===== src/rtl/ir_tx_scheduler.sv =====
// Round-robin arbiter in front of a single NEC-style IR frame sequencer.
// Produces a registered mark/space envelope and its 36 kHz carrier-modulated drive.
module ir_tx_scheduler #(
  parameter int CARRIER_HALF = 694,
  parameter int UNIT_CYCLES  = 28125,
  parameter int GAP_UNITS    = 72
) (
  input  logic        In_Clock,
  input  logic        In_Reset_N,
  input  logic        In_Req_A,
  input  logic [15:0] In_Cmd_A,
  output logic        Out_Ack_A,
  input  logic        In_Req_B,
  input  logic [15:0] In_Cmd_B,
  output logic        Out_Ack_B,
  output logic        Out_Busy,
  output logic        Out_Envelope,
  output logic        Out_IR,
  output logic        Out_Done,
  output logic        Out_Grant
);

  localparam logic [2:0] ST_IDLE       = 3'd0;
  localparam logic [2:0] ST_LEAD_MARK  = 3'd1;
  localparam logic [2:0] ST_LEAD_SPACE = 3'd2;
  localparam logic [2:0] ST_BIT_MARK   = 3'd3;
  localparam logic [2:0] ST_BIT_SPACE  = 3'd4;
  localparam logic [2:0] ST_STOP_MARK  = 3'd5;
  localparam logic [2:0] ST_GAP        = 3'd6;

  localparam int MAX_UNITS = (GAP_UNITS > 16) ? GAP_UNITS : 16;
  localparam int CYC_W     = (UNIT_CYCLES > 1) ? $clog2(UNIT_CYCLES) : 1;
  localparam int UNIT_W    = $clog2(MAX_UNITS);
  localparam int CAR_W     = (CARRIER_HALF > 1) ? $clog2(CARRIER_HALF) : 1;

  localparam logic [CYC_W-1:0]  CYC_LAST = CYC_W'(UNIT_CYCLES - 1);
  localparam logic [CAR_W-1:0]  CAR_LAST = CAR_W'(CARRIER_HALF - 1);
  localparam logic [UNIT_W-1:0] GAP_LAST = UNIT_W'(GAP_UNITS - 1);

  logic [2:0]        r_state;
  logic [CYC_W-1:0]  r_cycleCnt;
  logic [UNIT_W-1:0] r_unitCnt;
  logic [4:0]        r_bitIdx;
  logic [31:0]       r_shift;
  logic              r_pointer;
  logic [CAR_W-1:0]  r_carCnt;
  logic              r_phase;
  logic              r_ackA;
  logic              r_ackB;
  logic              r_busy;
  logic              r_env;
  logic              r_ir;
  logic              r_done;
  logic              r_grant;

  logic [2:0]        w_nextState;
  logic [UNIT_W-1:0] w_lastUnit;
  logic              w_unitDone;
  logic              w_grantA;
  logic              w_grantB;
  logic              w_win;
  logic [15:0]       w_cmd;
  logic [31:0]       w_payload;
  logic              w_nextMark;
  logic              w_markEntry;
  logic [CAR_W-1:0]  w_nextCarCnt;
  logic              w_nextPhase;

  // r_pointer = 1 means B is favoured on the next contended arbitration
  assign w_grantA  = In_Req_A && (!In_Req_B || !r_pointer);
  assign w_grantB  = In_Req_B && !w_grantA;
  assign w_win     = (r_state == ST_IDLE) && (w_grantA || w_grantB);
  assign w_cmd     = w_grantA ? In_Cmd_A : In_Cmd_B;
  assign w_payload = {~w_cmd[7:0], w_cmd[7:0], ~w_cmd[15:8], w_cmd[15:8]};

  always_comb begin
    w_lastUnit = '0;
    case (r_state)
      ST_LEAD_MARK:  w_lastUnit = UNIT_W'(15);
      ST_LEAD_SPACE: w_lastUnit = UNIT_W'(7);
      ST_BIT_SPACE:  w_lastUnit = r_shift[0] ? UNIT_W'(2) : UNIT_W'(0);
      ST_GAP:        w_lastUnit = GAP_LAST;
      default:       w_lastUnit = '0;
    endcase
  end

  assign w_unitDone = (r_cycleCnt == CYC_LAST) && (r_unitCnt == w_lastUnit);

  always_comb begin
    w_nextState = r_state;
    case (r_state)
      ST_IDLE:       if (w_win)      w_nextState = ST_LEAD_MARK;
      ST_LEAD_MARK:  if (w_unitDone) w_nextState = ST_LEAD_SPACE;
      ST_LEAD_SPACE: if (w_unitDone) w_nextState = ST_BIT_MARK;
      ST_BIT_MARK:   if (w_unitDone) w_nextState = ST_BIT_SPACE;
      ST_BIT_SPACE:  if (w_unitDone) w_nextState = (r_bitIdx == 5'd31) ? ST_STOP_MARK : ST_BIT_MARK;
      ST_STOP_MARK:  if (w_unitDone) w_nextState = ST_GAP;
      ST_GAP:        if (w_unitDone) w_nextState = ST_IDLE;
      default:       w_nextState = ST_IDLE;
    endcase
  end

  assign w_nextMark  = (w_nextState == ST_LEAD_MARK) || (w_nextState == ST_BIT_MARK) ||
                       (w_nextState == ST_STOP_MARK);
  assign w_markEntry = w_nextMark && (w_nextState != r_state);

  // Carrier restarts high on each mark entry and is parked low outside marks
  always_comb begin
    w_nextCarCnt = '0;
    w_nextPhase  = 1'b0;
    if (w_markEntry) begin
      w_nextPhase = 1'b1;
    end else if (w_nextMark) begin
      if (r_carCnt == CAR_LAST) begin
        w_nextPhase = ~r_phase;
      end else begin
        w_nextCarCnt = r_carCnt + 1'b1;
        w_nextPhase  = r_phase;
      end
    end
  end

  always_ff @(posedge In_Clock or negedge In_Reset_N) begin
    if (!In_Reset_N) begin
      r_state    <= ST_IDLE;
      r_cycleCnt <= '0;
      r_unitCnt  <= '0;
      r_bitIdx   <= '0;
      r_shift    <= '0;
      r_pointer  <= 1'b0;
      r_carCnt   <= '0;
      r_phase    <= 1'b0;
      r_ackA     <= 1'b0;
      r_ackB     <= 1'b0;
      r_busy     <= 1'b0;
      r_env      <= 1'b0;
      r_ir       <= 1'b0;
      r_done     <= 1'b0;
      r_grant    <= 1'b0;
    end else begin
      r_state <= w_nextState;
      if ((w_nextState != r_state) || (r_state == ST_IDLE)) begin
        r_cycleCnt <= '0;
        r_unitCnt  <= '0;
      end else if (r_cycleCnt == CYC_LAST) begin
        r_cycleCnt <= '0;
        r_unitCnt  <= r_unitCnt + 1'b1;
      end else begin
        r_cycleCnt <= r_cycleCnt + 1'b1;
      end

      if (w_win) begin
        r_shift   <= w_payload;
        r_bitIdx  <= '0;
        r_pointer <= w_grantA;
        r_grant   <= w_grantB;
      end else if ((r_state == ST_BIT_SPACE) && w_unitDone && (r_bitIdx != 5'd31)) begin
        r_shift  <= {1'b0, r_shift[31:1]};
        r_bitIdx <= r_bitIdx + 5'd1;
      end

      r_carCnt <= w_nextCarCnt;
      r_phase  <= w_nextPhase;
      r_ackA   <= w_win && w_grantA;
      r_ackB   <= w_win && w_grantB;
      r_busy   <= (w_nextState != ST_IDLE);
      r_env    <= w_nextMark;
      r_ir     <= w_nextMark && w_nextPhase;
      r_done   <= (r_state == ST_STOP_MARK) && (w_nextState == ST_GAP);
    end
  end

  assign Out_Ack_A    = r_ackA;
  assign Out_Ack_B    = r_ackB;
  assign Out_Busy     = r_busy;
  assign Out_Envelope = r_env;
  assign Out_IR       = r_ir;
  assign Out_Done     = r_done;
  assign Out_Grant    = r_grant;

endmodule

===== config.mk =====
export PLATFORM = sky130hd
export DESIGN_NAME = ir_tx_scheduler
export DESIGN_NICKNAME = d
export VERILOG_FILES = /design/src/rtl/ir_tx_scheduler.sv
export SDC_FILE = /design/constraint.sdc
export NUM_CORES = 1
export LEC_CHECK = 0
export ABC_CLOCK_PERIOD_IN_PS = 3200
export CAP_MARGIN = 0
export CORE_MARGIN = 8
export CORE_UTILIZATION = 45
export DETAILED_ROUTE_END_ITERATION = 10
export PLACE_DENSITY = 0.71
export SLEW_MARGIN = 15
export SYNTH_ARGS = -nofsm -noshare
export SYNTH_HDL_FRONTEND = slang
export SYNTH_SLANG_ARGS = --single-unit

===== constraint.sdc =====
create_clock -name In_Clock -period 3.2 [get_ports In_Clock]
set_clock_uncertainty 0.2 [all_clocks]
set_input_delay 0.64 -clock In_Clock [delete_from_list [all_inputs] [get_ports In_Clock]]
set_output_delay 0.64 -clock In_Clock [all_outputs]
set_load 0.05 [all_outputs]

==> results by group, run 1 <==
Placed design
  – Inst Count DP: 546
  – Final HPWL DP: 5.62 mm
  – Final weighted congestion in routability-driven placement: 0.840
  – Number of I/O port buffers: 42
  – Cell area after placement: 0.00464 sq mm

Logic synthesis
  – Net count of the mapped netlist: 452
  – Share of async-settable or async-resettable flops after synthesis: 1.00
  – Cell Area, Synth: 0.00413 sq mm
  – Area fraction of the dominant cell type after synthesis: 0.491
  – Flop and latch count out of synthesis: 81
  – Predominant post-synthesis flop cell: dfrtp_1
  – Number of enable flip-flop cells after synthesis: 0
  – Share of synthesized area occupied by flip-flops and latches: 0.491
  – Yosys warnings: 0
  – Synthesized area per cell: 10.1 sq um
  – Biggest area contributors in the synthesized netlist: dfrtp_1, mux2i_1, nor2_1
  – Number of cells produced by synthesis: 409
  – Cell types with the highest counts after synthesis: dfrtp_1, mux2i_1, nor2_1, a21oi_1, nand3_1
  – Post-synth top area cell: dfrtp_1
  – Most instantiated library cell after synthesis: dfrtp_1
  – Distinct cells, synth: 41

Power
  – Tot Pwr: 1.84 mW
  – Pwr Density: 381 mW/mm^2
  – Peak ir drop on the vdd network: 0.208 mV
  – Static leakage power: 2.34 nW

Clocking
  – Number of levels the H-tree was split into: 3
  – Clock tree from TritonCTS: built
  – Clock transition at the register clock pins on the worst setup and hold paths after CTS: 0.09 ns
  – Clock tree root driver cell: clkbuf_8
  – Buffers inserted during post-CTS setup optimization: 0
  – Clock latency on the worst-skew pair: 0.35 ns
  – Post-CTS Resized: 0
  – Number of clock sinks: 81
  – Number of buffers inserted during clock tree synthesis: 9
  – Number of buffers on the longest clock path: 2
  – Cts hold-fix bufs: 0

Worst setup path
  – Crit path buf inv count: 1
  – Critical path class: reg2reg
  – List of cells traversed by the critical path: ha_1 -> and3_1 -> ha_1 -> nor2_1 -> nand3_1 -> nor4_1 -> nand4_1 -> buf_4 -> mux2i_1 -> mux2i_1
  – Largest delay contributor family on the critical path: simple AND/OR/NAND/NOR gates
  – CP startpoint kind: flop
  – Slowest-stage cell, CP: dfrtp_1
  – CP Capture Type: flop
  – Required time at the endpoint of the critical path: 3.20 ns
  – Delay of the slowest cell on the worst path: 0.42 ns
  – Endpoint arrival time on the critical path: 2.73 ns
  – Largest fanout on the critical path: 20

Final layout
  – Proportion of layout cells with a drive suffix above 1: 0.0554
  – Final Net Count: 489
  – Post-Layout Cell Count: 562
  – Antenna diode count: 0
  – Cell area after layout: 0.00483 sq mm
  – FILL cells: 825
  – Sequential cell area: 0.00203 sq mm
  – Synthesis-to-finish area growth: 17.0%
  – Area occupied by multi-input gates: 0.00200 sq mm
  – Fin util: 0.533

STA
  – Slew Limit Fails: 0
  – Normalized max-slew margin: 0.336
  – Min cycle time layout: 2.72 ns
  – Measured slew at the worst slew-check pin: 0.995 ns
  – Achievable clock frequency: 367 MHz
  – Final Setup Violations: 0
  – Setup Total Neg Slack: 0 ns
  – Hold violation total from the final report: 0
  – Setup repair after global routing missed its margin: false
  – Part of the cycle the worst path needs: 0.851

Routing
  – Routed vias/inst: 5.51
  – Final routed DRC violation total: 0
  – Count of antenna-violating nets left after detailed routing: 0
  – Number of iterations in the first detailed-routing pass: 7
  – Routed wire length: 8.14 mm
  – Via count of the routed design: 3,095
  – Mean routed wirelength per cell: 14.5 microns
  – Initial drt markers: 148

Min path
  – Worst hold path class: in2async

Global route
  – Wire length of the first global-routing pass: 14.0 mm
  – Initial antenna violation count: 0
  – Maximum number of pins on one net before global-route repair: 82
  – Vias in the first global route: 3,101
  – Combined global-route utilization of all metal layers: 0.135
  – Global-route congestion overflow total: 0

Floorplan
  – Total die area: 0.0125 sq mm
  – DIE WIDTH: 112 microns
  – Placeable core region: 0.00906 sq mm
  – Number of placed I/O pins: 43
  – Initial core utilization: 0.456
  – Die span in y: 112 microns
  – Placement row count: 35

Run
  – Max Cap Violations: 0

Outcome
  – Outcome: finished clean
==> kinds of logic after synthesis <==
family	Yosys count	share of synthesized area
and+or+nand+nor	150	0.179
adders and majority gates	7	0.0212
AOI/OAI and AO/OA	56	0.0770
DFF	81	0.491
buffers and inverters	28	0.0282
muxes	63	0.153
xor gates and xnor gates	24	0.0509
==> cell type report <==
type,instances,area share
Sequential cell,81,0.419
Multi-Input combinational cell,300,0.414
Timing Repair Buffer,46,0.0927
Clock buffer,11,0.0313
Tap cell,111,0.0287
Clock inverter,5,0.00803
Inverter,8,0.00621
==> report_power, final <==
part | leakage, nW | internal, mW | switching, mW | total, mW
logic | 1.33 | 0.0541 | 0.0456 | 0.0997
registers | 0.908 | 1.03 | 0.00427 | 1.03
clock network | 0.0959 | 0.329 | 0.381 | 0.710
total | 2.34 | 1.41 | 0.431 | 1.84
==> layer usage <==
metal,part of all wire,global-route usage,routed length [microns],up-vias
met5,0,0,0,-
met4,0.011,0.0510,89,0
met3,0.043,0.0352,348,11
met2,0.48,0.222,3940,78
met1,0.46,0.165,3770,1501
li1,-,-,-,1505
==> sequential cells by signal (all words and copies together), names as in the netlist <==
signal / cells
r_shift: 32
r_cycleCnt: 15
r_carCnt: 10
r_unitCnt: 7
r_bitIdx: 5
r_state: 3
Out_Ack_A: 1
Out_Ack_B: 1
Out_Busy: 1
Out_Done: 1
Out_Envelope: 1
Out_Grant: 1
Out_IR: 1
r_phase: 1
r_pointer: 1
==> through the flow <==
stage          setup WS [ns]  hold WS [ns]
2_1_floorplan          0.815         0.144
4_1_cts                0.452         0.294
6_report               0.478         0.254
5_1_grt                0.230         0.318
3_3_place_gp           0.495         0.265
3_5_place_dp           0.474         0.268
==> layout by cell type (no fill, tap or decap), types with 3 or more instances in the layout <==
master           Yosys  routed
buf_4                1       5
nand2b_1             5       5
nand4_1              5       5
clkbuf_8             0      11
xnor2_1              5       5
and3_1              14      14
nand3_1             26      26
dfrtp_1             81      81
or3_1                6       6
nor2_1              56      56
o21ai_0              4       4
nand2_1             18      18
ha_1                 7       7
inv_1                8       8
nor3_1               4       4
a21oi_1             32      32
xor2_1              19      19
mux2i_1             63      63
o21ai_1              8       7
clkdlybuf4s50_1      0      41
a21o_1               3       3
==> final timing paths <==
kind,cells after the start,slack [ns],startpoint,to
worst min register to register,1,0.31,r_pointer,r_pointer
worst max register to register,10,0.48,r_bitIdx[0],r_shift[16]
max in group asynchronous,1,1.91,In_Reset_N,r_shift[15]
worst min-delay path,1,0.25,In_Reset_N,r_cycleCnt[13]
min in group In_Clock,1,0.31,r_pointer,r_pointer
worst max-delay path,10,0.48,r_bitIdx[0],r_shift[16]
==> worst register-to-register path, cell delays in order (launching register included) <==
cell     delay, ns
dfrtp_1       0.42
ha_1          0.22
and3_1        0.18
ha_1          0.19
nor2_1        0.14
nand3_1       0.10
nor4_1        0.24
nand4_1       0.28
buf_4         0.33
mux2i_1       0.20
mux2i_1       0.09
No activity file was read; power rests on OpenSTA's default activity.
==> run 2, diff against run 1 <==
- CORE_UTILIZATION: 45 -> 36
- PLACE_DENSITY: 0.71 -> 0.6
==> results by group, run 2 (synthesized netlist as in run 1, its figures left out) <==
Outcome
  – Outcome: finished clean

Global route
  – Global-route congestion overflow total: 0
  – Initial antenna violation count: 0
  – Vias in the first global route: 3,253
  – Combined global-route utilization of all metal layers: 0.122
  – Wire length of the first global-routing pass: 14.8 mm
  – Maximum number of pins on one net before global-route repair: 50

Routing
  – Mean routed wirelength per cell: 14.0 microns
  – Final routed DRC violation total: 0
  – Number of iterations in the first detailed-routing pass: 4
  – Routed vias/inst: 5.12
  – Initial drt markers: 177
  – Via count of the routed design: 3,055
  – Count of antenna-violating nets left after detailed routing: 0
  – Routed wire length: 8.38 mm

Floorplan
  – Number of placed I/O pins: 43
  – Placement row count: 39
  – Die span in y: 123 microns
  – Placeable core region: 0.0113 sq mm
  – DIE WIDTH: 123 microns
  – Total die area: 0.0152 sq mm
  – Initial core utilization: 0.365

Final layout
  – Register bank with the most flops: r_shift
  – Most common cell after layout, fill and taps aside: dfrtp_1
  – Registers with the highest flip-flop counts: r_shift x32, r_cycleCnt x15, r_carCnt x10
  – Antenna diode count: 0
  – Synthesis-to-finish area growth: 22.5%
  – Flip-flop count of the largest register after layout: 32
  – Proportion of layout cells with a drive suffix above 1: 0.0617
  – Leading cell types in the layout, fill and taps excluded: dfrtp_1, mux2i_1, nor2_1
  – Final Net Count: 492

STA
  – Slew Limit Fails: 0
  – Normalized max-slew margin: 0.573
  – Achievable clock frequency: 376 MHz
  – Setup repair after global routing missed its margin: false
  – Min cycle time layout: 2.66 ns
  – Hold violation total from the final report: 0
  – Setup Total Neg Slack: 0 ns
  – Worst hold margin: 0.115 ns
  – Final Setup Violations: 0
  – Measured slew at the worst slew-check pin: 0.641 ns
  – Part of the cycle the worst path needs: 0.832

Clocking
  – Clock tree from TritonCTS: built
  – Clock tree root driver cell: clkbuf_16
  – Number of buffers inserted during clock tree synthesis: 9
  – Number of levels the H-tree was split into: 3
  – Number of buffers on the longest clock path: 2
  – Clock latency on the worst-skew pair: 0.34 ns
  – Post-CTS Resized: 0
  – Cts hold-fix bufs: 0
  – Clock transition at the register clock pins on the worst setup and hold paths after CTS: 0.06 ns
  – Buffers inserted during post-CTS setup optimization: 0
  – Number of clock sinks: 81

Worst setup path
  – Slowest-stage cell, CP: dfrtp_1
  – Setup slack on the worst flop-to-flop path: 0.54 ns
  – Largest fanout on the critical path: 21
  – CP startpoint kind: flop
  – Required time at the endpoint of the critical path: 3.26 ns
  – List of cells traversed by the critical path: ha_1 -> and3_1 -> ha_1 -> nor2_1 -> nand3_1 -> nor4_1 -> nand4_1 -> buf_4 -> or3_1 -> a21oi_1
  – Delay of the slowest cell on the worst path: 0.40 ns
  – Critical path class: reg2reg
  – Worst path most repeated cell: ha_1
  – CP Capture Type: flop
  – FF-to-FF End: r_bitIdx[2]
  – Endpoint arrival time on the critical path: 2.72 ns
  – Worst reg2reg path startpoint: r_bitIdx[0]
  – Depth of the worst register-to-register path: 10

Placed design
  – Number of I/O port buffers: 42
  – Final HPWL DP: 5.95 mm
  – Final weighted congestion in routability-driven placement: 0.814

Power
  – Peak ir drop on the vdd network: 0.332 mV
  – Pwr Density: 463 mW/mm^2
  – Static leakage power: 2.43 nW

Run
  – Max Cap Violations: 0

Min path
  – Worst hold path class: in2async
==> run 2: changes by cell type in the layout (fill, tap and decap cells not counted), sizes merged <==
cell | previous run | this run
buf | 5 | 8
clkbuf | 11 | 10
clkinv | 3 | 2
inv | 9 | 8
bufinv | 0 | 3
==> run 2: cell type report <==
| class | instances | area (sq um) |
|---|---|---|
| inverter | 8 | 30.0 |
| sequential | 81 | 2030 |
| tap | 143 | 179 |
| clock inverter | 6 | 115 |
| fill | 1080 | 6260 |
| timing repair buffer | 49 | 470 |
| multi-input combinational | 300 | 2000 |
| clock buffer | 10 | 239 |
==> run 2: layer usage <==
metal  GRT usage  routed length, microns  share of wire  up-vias
met5           0                       0              0        -
met4      0.0361                      87          0.010        0
met3      0.0425                     369          0.044        7
met2       0.201                    4010           0.48       55
met1       0.148                    3910           0.47     1483
li1            -                       -              -     1510
==> run 2: worst max-delay path by stage <==
stage,start,to
finish,r_bitIdx[0],r_bitIdx[2]
global route,r_bitIdx[0],r_bitIdx[3]
CTS,r_bitIdx[0],r_bitIdx[2]
detailed placement,r_bitIdx[0],r_bitIdx[3]
global placement,r_bitIdx[0],r_bitIdx[2]
floorplan,r_bitIdx[0],r_shift[19]
==> run 2: worst max-delay path: cells and delay by family (launching register included) <==
family | cells | cell delay, ns
simple gates | 6 | 1.15
flops | 1 | 0.40
fa+ha+maj | 2 | 0.40
buf+inv | 1 | 0.28
compound gates | 1 | 0.15
==> run 2: power by group <==
| part | internal, mW | switching, mW | total (mW) | leakage [nW] |
|---|---|---|---|---|
| logic | 0.0557 | 0.0467 | 0.102 | 1.35 |
| registers | 1.03 | 0.00414 | 1.03 | 0.908 |
| clock network | 0.786 | 0.417 | 1.20 | 0.169 |
| total | 1.87 | 0.468 | 2.34 | 2.43 |
==> run 2: per-stage QoR <==
stage | cells | instance area [sq um] | setup slack [ns] | total power, mW | util
5_1_grt | 597 | 5060 | 0.310 | 2.44 | 0.447
3_5_place_dp | 581 | 4700 | 0.580 | 1.16 | 0.416
3_3_place_gp | 581 | 4700 | 0.581 | 1.16 | 0.416
4_1_cts | 597 | 5060 | 0.552 | 2.38 | 0.447
6_report | 597 | 5060 | 0.538 | 2.34 | 0.447
2_1_floorplan | 409 | 4130 | 0.815 | 1.08 | -
==> run 3, diff against run 2 <==
- ABC_CLOCK_PERIOD_IN_PS: 3200 -> 2300
- PLACE_DENSITY: 0.6 -> 0.62
- clock period: 3.2 -> 2.3 ns (I/O delays scaled with it)
==> results by group, run 3 (synthesized netlist as in run 1, its figures left out) <==
Clocking
  – Number of buffers inserted during clock tree synthesis: 9
  – Number of buffers on the longest clock path: 2
  – Clock latency on the worst-skew pair: 0.34 ns
  – Clock transition at the register clock pins on the worst setup and hold paths after CTS: 0.06 ns
  – Number of levels the H-tree was split into: 3
  – Clock tree root driver cell: clkbuf_16
  – Number of clock sinks: 81
  – Clock tree from TritonCTS: built

Routing
  – Number of iterations in the first detailed-routing pass: 5
  – Count of antenna-violating nets left after detailed routing: 0
  – Mean routed wirelength per cell: 14.1 microns
  – Routed vias/inst: 5.01
  – Final routed DRC violation total: 0
  – Initial drt markers: 154
  – Via count of the routed design: 3,137
  – Routed wire length: 8.82 mm

Final layout
  – Register bank with the most flops: r_shift
  – Flip-flop count of the largest register after layout: 32
  – Antenna diode count: 0
  – Area occupied by multi-input gates: 0.00207 sq mm
  – Registers with the highest flip-flop counts: r_shift x32, r_cycleCnt x15, r_carCnt x10
  – Leading cell types in the layout, fill and taps excluded: dfrtp_1, mux2i_1, nor2_1
  – Post-Layout Cell Count: 626
  – Most common cell after layout, fill and taps aside: dfrtp_1
  – FILL cells: 1,056
  – Sequential cell area: 0.00203 sq mm
  – Synthesis-to-finish area growth: 31.5%
  – Proportion of layout cells with a drive suffix above 1: 0.145
  – Final Net Count: 521

STA
  – Part of the cycle the worst path needs: 1.05
  – Hold violation total from the final report: 0
  – Achievable clock frequency: 414 MHz
  – Setup repair after global routing missed its margin: true
  – Normalized max-slew margin: 0.640
  – Final Setup Violations: 19
  – Min cycle time layout: 2.42 ns
  – Slew Limit Fails: 0
  – Measured slew at the worst slew-check pin: 0.536 ns
  – Least setup slack across all paths after layout: -0.115 ns

Worst setup path
  – CP Capture Type: flop
  – Required time at the endpoint of the critical path: 2.36 ns
  – List of cells traversed by the critical path: ha_2 -> and3_4 -> ha_4 -> nor2_4 -> nand3_2 -> nor4_2 -> nand4_1 -> buf_6 -> buf_6 -> or3_1 -> a21oi_1
  – Endpoint arrival time on the critical path: 2.47 ns
  – Largest delay contributor family on the critical path: simple AND/OR/NAND/NOR gates
  – Largest fanout on the critical path: 5
  – Critical path class: reg2reg
  – Crit path buf inv count: 2
  – Worst path most repeated cell: buf_6
  – CP startpoint kind: flop
  – Delay of the slowest cell on the worst path: 0.38 ns
  – Slowest-stage cell, CP: dfrtp_1

Outcome
  – Outcome: finished with violations
  – Violations in the final reports: setup timing

Global route
  – Maximum number of pins on one net before global-route repair: 60
  – Global-route congestion overflow total: 0
  – Wire length of the first global-routing pass: 15.0 mm
  – Initial antenna violation count: 0
  – Vias in the first global route: 3,253
  – Combined global-route utilization of all metal layers: 0.123

Placed design
  – Number of I/O port buffers: 42
  – Inst Count DP: 605
  – Final HPWL DP: 6.04 mm
  – Setup Slack @ Placement: -0.213 ns
  – Final weighted congestion in routability-driven placement: 0.806

Power
  – Pwr Density: 588 mW/mm^2
  – Static leakage power: 2.59 nW
  – Peak ir drop on the vdd network: 0.521 mV

Floorplan
  – Placement row count: 39
  – Number of placed I/O pins: 43
  – DIE WIDTH: 123 microns
  – Placeable core region: 0.0113 sq mm
  – Die span in y: 123 microns
  – Initial core utilization: 0.365
  – Total die area: 0.0152 sq mm

Min path
  – Worst hold path class: reg2reg

Run
  – Max Cap Violations: 0
## run 3: changes by cell type in the layout (fill, tap and decap cells not counted), moves of 2 or more
| cell | before | now |
|---|---|---|
| and3_1 | 14 | 11 |
| and3_4 | 0 | 2 |
| buf_12 | 0 | 5 |
| buf_4 | 8 | 27 |
| buf_6 | 0 | 3 |
| ha_1 | 7 | 5 |
| mux2i_1 | 63 | 60 |
| mux2i_2 | 0 | 3 |
## run 3: layer usage
metal,part of all wire,GRT usage,up-vias
met4,0.015,0.0459,0
met2,0.48,0.200,60
li1,-,-,1565
met5,0,0,-
met1,0.46,0.153,1500
met3,0.039,0.0347,12
## run 3: path summary, 6_finish.rpt
check                            startpoint          end  slack, ns  cells after the start
worst max-delay path            r_bitIdx[0]  r_bitIdx[3]      -0.12                     11
min in group asynchronous        In_Reset_N    Out_Grant       0.37                      2
worst min-delay path              r_pointer    r_pointer       0.30                      1
worst max register to register  r_bitIdx[0]  r_bitIdx[3]      -0.12                     11
worst min register to register    r_pointer    r_pointer       0.30                      1
max in group asynchronous        In_Reset_N      r_phase       0.91                      3
## run 3: report_power, final
group,leakage [nW],switching (mW),internal (mW)
registers,0.908,0.00655,1.43
logic,1.51,0.0700,0.0898
clock network,0.166,0.576,1.02
## run 3: repair_timing
| action | in CTS | in global routing |
|---|---|---|
| pin swaps | 10 | 4 |
| endpoints found under the setup margin | 37 | 57 |
| gates cloned | 1 | 0 |
| resized for setup | 9 | 10 |
| endpoints found under the hold margin | 22 | 0 |
| hold buffers | 1 | 0 |
| buffers inserted | 1 | 2 |
## run 3: stage by stage
step / utilization / setup TNS [ns] / hold WS, ns / power (mW) / instance area [sq um]
2_1_floorplan: - / -0.0383 / -0.0356 / 1.51 / 4170
3_3_place_gp: 0.438 / -2.61 / 0.180 / 1.62 / 4960
3_5_place_dp: 0.438 / -5.92 / 0.184 / 1.62 / 4960
4_1_cts: 0.476 / -0.831 / 0.295 / 3.24 / 5390
5_1_grt: 0.480 / -2.99 / 0.322 / 3.31 / 5430
6_report: 0.480 / -0.520 / 0.297 / 3.19 / 5430
## run 3: final cells by class
cell class                 count  share of cell area
inverter                       8             0.00553
tap                          143              0.0329
clock buffer                  11              0.0465
sequential                    81               0.373
multi-input combinational    300               0.381
timing repair buffer          78               0.144
clock inverter                 5              0.0159
